## src/rtl/i2c_master_write_bit.sv

```systemverilog
// rtl/i2c_master_write_bit.sv - I2C master single-bit transmitter with arbitration check
//
// Sends one data bit per accepted go: four SCL-low phase cycles, three
// SCL-high phase cycles, then one DONE cycle that pulses finish. While SCL
// is high, a released 1 that reads back as 0 flags arbitration loss.
//
// Optional feature: define I2C_CLK_STRETCH_EN to let a slave stretch the
// high phase by holding SCL low (counter stalls at phase 4).
//
// Ports:
//   clock     in   system clock, rising edge
//   reset_n   in   asynchronous active-low reset
//   go        in   start one bit, sampled in IDLE
//   data      in   bit to send, captured when go is accepted
//   sda_in    in   SDA bus readback (synchronized internally)
//   scl_in    in   SCL bus readback, only used for clock stretching
//   scl       out  SCL drive, 1 = released
//   sda_out   out  SDA drive, 1 = released, 0 = pull low
//   finish    out  one-cycle pulse when the bit is complete
//   arb_lost  out  arbitration lost on the last bit, held until next go

module i2c_master_write_bit (
  input  logic clock,
  input  logic reset_n,
  input  logic go,
  input  logic data,
  input  logic sda_in,
  input  logic scl_in,
  output logic scl,
  output logic sda_out,
  output logic finish,
  output logic arb_lost
);

  typedef enum logic [1:0] {
    IDLE = 2'd0,
    LOW  = 2'd1,
    HIGH = 2'd2,
    DONE = 2'd3
  } state_t;

  state_t     state, state_nx;
  logic [2:0] count, count_nx;
  logic       data_q, data_q_nx;
  logic       scl_nx, sda_nx, finish_nx, arb_nx;

  // Two-flop synchronizers; reset to the idle (released) bus level.
  logic sda_s1, sda_s2;
  logic scl_s1, scl_s2;
  logic stall;

  always_ff @(posedge clock or negedge reset_n) begin
    if (!reset_n) begin
      sda_s1 <= 1'b1;
      sda_s2 <= 1'b1;
      scl_s1 <= 1'b1;
      scl_s2 <= 1'b1;
    end else begin
      sda_s1 <= sda_in;
      sda_s2 <= sda_s1;
      scl_s1 <= scl_in;
      scl_s2 <= scl_s1;
    end
  end

`ifdef I2C_CLK_STRETCH_EN
  // A slave holding SCL low keeps the counter parked at the start of HIGH.
  assign stall = ~scl_s2;
`else
  logic unused_scl_sync;
  assign unused_scl_sync = scl_s2;
  assign stall = 1'b0;
`endif

  // Outputs are registered: the combinational block computes the value each
  // output takes after the coming edge, alongside the next state.
  always_comb begin
    state_nx  = state;
    count_nx  = count;
    data_q_nx = data_q;
    scl_nx    = scl;
    sda_nx    = sda_out;
    finish_nx = 1'b0;
    arb_nx    = arb_lost;

    case (state)
      IDLE: begin
        scl_nx = 1'b1;
        if (go) begin
          state_nx  = LOW;
          count_nx  = 3'd0;
          data_q_nx = data;
          arb_nx    = 1'b0;
          scl_nx    = 1'b0;
          // sda_out keeps its old value for phase 0 so it never changes
          // in the same cycle SCL falls.
        end
      end

      LOW: begin
        scl_nx = 1'b0;
        sda_nx = data_q;
        if (count == 3'd3) begin
          state_nx = HIGH;
          count_nx = 3'd4;
          scl_nx   = 1'b1;
        end else begin
          count_nx = count + 3'd1;
        end
      end

      HIGH: begin
        scl_nx = 1'b1;
        sda_nx = arb_lost ? 1'b1 : data_q;
        case (count)
          3'd4: begin
            if (!stall) count_nx = 3'd5;
          end
          3'd5: begin
            count_nx = 3'd6;
            // We released SDA but someone else holds it low: back off.
            if (data_q && !sda_s2) begin
              arb_nx = 1'b1;
              sda_nx = 1'b1;
            end
          end
          3'd6: begin
            state_nx  = DONE;
            count_nx  = 3'd0;
            finish_nx = 1'b1;
          end
          default: count_nx = 3'd4;
        endcase
      end

      DONE: begin
        scl_nx   = 1'b1;
        state_nx = IDLE;
      end

      default: begin
        state_nx = IDLE;
        count_nx = 3'd0;
        scl_nx   = 1'b1;
      end
    endcase
  end

  always_ff @(posedge clock or negedge reset_n) begin
    if (!reset_n) begin
      state    <= IDLE;
      count    <= 3'd0;
      data_q   <= 1'b0;
      scl      <= 1'b1;
      sda_out  <= 1'b1;
      finish   <= 1'b0;
      arb_lost <= 1'b0;
    end else begin
      state    <= state_nx;
      count    <= count_nx;
      data_q   <= data_q_nx;
      scl      <= scl_nx;
      sda_out  <= sda_nx;
      finish   <= finish_nx;
      arb_lost <= arb_nx;
    end
  end

endmodule
```

## config.mk

```make
export PLATFORM = sky130hd
export DESIGN_NAME = i2c_master_write_bit
export DESIGN_NICKNAME = d
export VERILOG_FILES = /design/src/rtl/i2c_master_write_bit.sv
export SDC_FILE = /design/constraint.sdc
export NUM_CORES = 1
export LEC_CHECK = 0
export CAP_MARGIN = 0
export CORE_MARGIN = 5
export CORE_UTILIZATION = 29
export CTS_CLUSTER_SIZE = 8
export DETAILED_ROUTE_END_ITERATION = 7
export MAX_ROUTING_LAYER = met4
export SYNTH_ARGS = -nofsm -noshare
export SYNTH_HDL_FRONTEND = slang
export SYNTH_SLANG_ARGS = --single-unit
```

## constraint.sdc

```tcl
create_clock -name clock -period 2.09 [get_ports clock]
set_clock_uncertainty 0.15 [all_clocks]
set_input_delay 0.418 -clock clock [delete_from_list [all_inputs] [get_ports clock]]
set_output_delay 0.418 -clock clock [all_outputs]
set_load 0.02 [all_outputs]
```

# Word-level counts from Yosys, hierarchy flattened
# Index checks and enable logic that the tools add are counted.
[totals]
output_inout_bits = 4
input_bits = 6
word_cells = 54
register_bits = 12
[op_classes]
add_sub_neg = 1
n_mux = 21
eq_ne = 12
reduce_logical = 11
[ops]
columns = ["op", "n"]
rows = [
  ["$pmux W3 S3", 2],
  ["$mux W1", 10],
  ["$eq A3 B3 Y1 const B", 3],
  ["$ne A2 B2 Y1 const B", 4],
  ["$pmux W2 S4", 1],
  ["$mux W2", 3],
  ["$mux W3", 2],
  ["$eq A2 B2 Y1 const B", 2],
  ["$pmux W1 S2", 2],
  ["$reduce_and A2 Y1", 2],
  ["$reduce_and A4 Y1", 1],
  ["$reduce_bool A2 Y1", 2],
  ["$add A3 B1 Y3 const B", 1],
  ["$eq A3 B2 Y1 const B", 1],
  ["$pmux W1 S3", 1],
  ["$reduce_and A3 Y1", 1],
  ["$reduce_bool A3 Y1", 1],
  ["$eq A2 B1 Y1 const B", 1],
  ["$logic_not A2 Y1", 1],
  ["$ne A2 B1 Y1 const B", 1],
  ["$reduce_or A2 Y1", 1],
  ["$logic_and A1 B1 Y1", 1],
  ["$logic_not A1 Y1", 1],
]

# Longest topological paths before layout
[depth]
ltp_word = 5
depth_mapped = 6

# Worst setup path before layout
# OpenSTA, ideal clock, no wires.
[synth_timing]
path_type = "reg2reg"
from = "register state[0]"
to = "register state[1]"
path_buffers = 1
setup_time_ns = 0.125
stages_incl_launch_ff = 7
path_slack_ns = 0.413
arrival_time_ns = 1.401
path_cell_list = "dfrtp_1 inv_1 ha_1 buf_6 a21bo_1 o211a_1 mux2_4"
[synth_via]
elab_chain_len = 3
elab_cells_between_ends = 9
[synth_rtl]
columns = ["item", "line", "rtl"]
rows = [
  ["start, declared", "42", "state_t state, state_nx;"],
  ["start signal, assigned", "159", "state <= state_nx;"],
  ["$eq A2 B2 Y1, or another cell as far along", "86", "case (state)"],
  ["$ne A2 B1 Y1 (no source line) or $ne A2 B2 Y1 (tied branches)", "--", ""],
  ["$reduce_and A3 Y1 (no source line)", "--", ""],
]
# Several ways; a longest one is shown, not always the timed one.
# A chain may end at the register's enable or synchronous reset.

# Worst setup path after layout
[layout_timing]
from = "register sda_out"
to = "output sda_out"
[layout_rtl]
columns = ["item", "line", "rtl"]
rows = [
  ["start, declared", "30", "output logic sda_out,"],
  ["start signal, assigned", "163", "sda_out <= sda_nx;"],
]
# No word-level cell between the ends.

==> run metrics <==
maxcap violations 0; cts-stage hold buffer count 0; placed cell count 96; Crit path max-delay family buffers and inverters; status completed; fin cells 100; FF-to-FF setup slack 0.38 ns; I/O Buffers 8; CP max-delay cell clkdlybuf4s50_1; first-pass GRT wire length 2210 um; Worst Max-Slew Pin Slew 0.537 ns; vias per inst 4.79; VDD IR-drop max 0.000785 V; commonest non-fill, non-tap cell in the layout ha_1; most frequent cells in the layout 11 x ha_1, 8 x dfrtp_1, 8 x clkdlybuf4s50_1, 7 x inv_1, 5 x a21oi_1; CP endpoint kind primary output; crit-path cells clkdlybuf4s50_1; mux share of post-synthesis cell area 0.0523; Rel. slew slack 0.641; post-route ant nets 0; PostCTS Resize Cnt 0; post-synthesis simple-gate area fraction 0.0830; CTS tree built; Seq. cell area 305 um2; flops & latches, synth 12; fin. max-slew vios 0; synth warn 0; Seq pwr share 0.344; sequential fraction of the synthesis area 0.440; endpoints failing hold 0; DR iter-0 viols 4; clock latency on the worst-skew pair 0.27 ns; Fillers 242; die area 3470 um2; grt ovf 0; all-layer global routing usage 0.0880; Top reg by flops count; Clock Tree Root clkbuf_4; distinct cell type count after synthesis 26; H-Tree Depth 1; CTS max path bufs 2; Crit path required time 1.52 ns; Worst Path Max Fanout 2; iteration count of the initial detailed-routing pass 2; main combinational cell family by area after synthesis adder cells; Gate Count Post-Synth 59; Layout area overhead 22.4%; RSZ-0062 raised after global routing false; wire length per cell 12.5 um; Arr. time, crit path 1.40 ns; Ports 10; fin crit share 0.940; Sw Pwr 409 uW; footprint of the multi-input gates 350 um2; Pint 691 uW; Buf/Inv on CP 1; Rows 17; core area 2250 um2; Synth Net Count 76; max incr delay on CP 0.60 ns; max FFs per register 3; Setup crit start kind flop; DP HPWL 1010 um; fin nets 90; total CTS buffers 3; switch share 0.372; # DRC 0; mapped cell area 693 um2; postcts setup bufs 0; Antenna Cells 0; largest net degree at the start of global routing 13; via count 479; GP Congestion 0.762; CTS clk-pin slew, worst paths 0.07 ns; xor-xnor portion of the synthesized cell area 0; Syn Area/Cell 11.7 um2; Die Y 58.9 um; Max Clock Freq 0.509 GHz; Post-Synth Adder-Cell Area 0.199; Starting Density 0.307; Post-Route WL 1250 um; initial antenna violation count 0; combinational share of power 0.492; HP Class flop to flop; Synth Area in Compound Gates 0.171; vias in the first global route 481; power share of the clock group 0.163; minimum clock period 1.96 ns; PD cells 1300 nW/um2; worst hold margin 0.211 ns; Leak Pwr 0.393 nW; setup TNS 0 ns; critical path class flop to primary output; biggest regs count (3), state (2); final setup fails 0; CTS sink count 12; Die Span X 58.9 um; share of layout cells above drive strength 1 0.181
kinds of logic (layout without fill, tap and decap cells):
group,count (synthesis),count (layout)
buffers and inverters,8,21
AOI/OAI and AO/OA,16,16
DFF,12,12
muxes,3,3
and+or+nand+nor,9,9
adders and majority gates,11,11
synthesized netlist by cell type:
library cell | instances | area share
a2111oi_0 | 1 | 0.013
a21bo_1 | 1 | 0.014
a21oi_1 | 5 | 0.036
a2bb2oi_1 | 1 | 0.013
a31oi_1 | 1 | 0.0090
and3_1 | 1 | 0.0090
and3_2 | 1 | 0.011
buf_6 | 1 | 0.016
dfrtp_1 | 8 | 0.29
dfstp_2 | 4 | 0.15
ha_1 | 11 | 0.20
inv_1 | 7 | 0.038
mux2_2 | 1 | 0.016
mux2_4 | 1 | 0.022
mux2i_1 | 1 | 0.014
nand2_1 | 1 | 0.0054
nand2b_1 | 2 | 0.018
nand3_1 | 1 | 0.0072
nand3b_1 | 1 | 0.011
nand4bb_1 | 1 | 0.016
nor2_1 | 1 | 0.0054
o211a_1 | 1 | 0.014
o21ai_0 | 1 | 0.0072
o2bb2ai_1 | 3 | 0.038
o31a_1 | 1 | 0.013
o32a_1 | 1 | 0.014
layer usage:
layer  vias to the layer above  GRT usage  wire length [um]
met5                         -          -                 0
met4                         0    0.00971                11
met3                         2     0.0482                72
met2                         8      0.129               591
met1                       233      0.110               577
li1                        236          -                 -
layout make-up:
cell class                      instances  share of cell area
Multi-Input combinational cell         39               0.413
Clock buffer                            4              0.0428
Timing Repair Buffer                   10               0.112
Sequential cell                        12               0.360
Tap cell                               28              0.0413
Inverter                                7              0.0310
path summary, 6_finish.rpt:
path	startpoint	end	depth (start not counted)
hold reg to reg	sda_s1$_DFF_PN1_	sda_s2$_DFF_PN1_	0
setup / recovery	sda_out$_DFFE_PN1P_	sda_out	1
min in group asynchronous	reset_n	finish$_DFF_PN0_	1
hold / removal	sda_s1$_DFF_PN1_	sda_s2$_DFF_PN1_	0
setup reg to reg	count[0]$_DFFE_PN0P_	state[1]$_DFFE_PN0P_	4
max in group asynchronous	reset_n	sda_out$_DFFE_PN1P_	1
power groups by stage:
stage	Combinational, mW	Sequential (mW)	Clock [mW]
CTS	0.550	0.381	0.190
global route	0.606	0.392	0.202
finish	0.541	0.379	0.180
detailed placement	0.546	0.385	0
global placement	0.539	0.380	0
floorplan	0.381	0.399	0
metrics by stage:
stage               setup WS (ns)   util  power (mW)  area, um2
global placement            0.242  0.360       0.918        812
finish                      0.125  0.376        1.10        848
detailed placement          0.235  0.360       0.931        812
CTS                         0.106  0.376        1.12        848
floorplan                   0.413      -       0.780        693
global route               0.0779  0.376        1.20        848
Power figures use the tool's default switching activity.
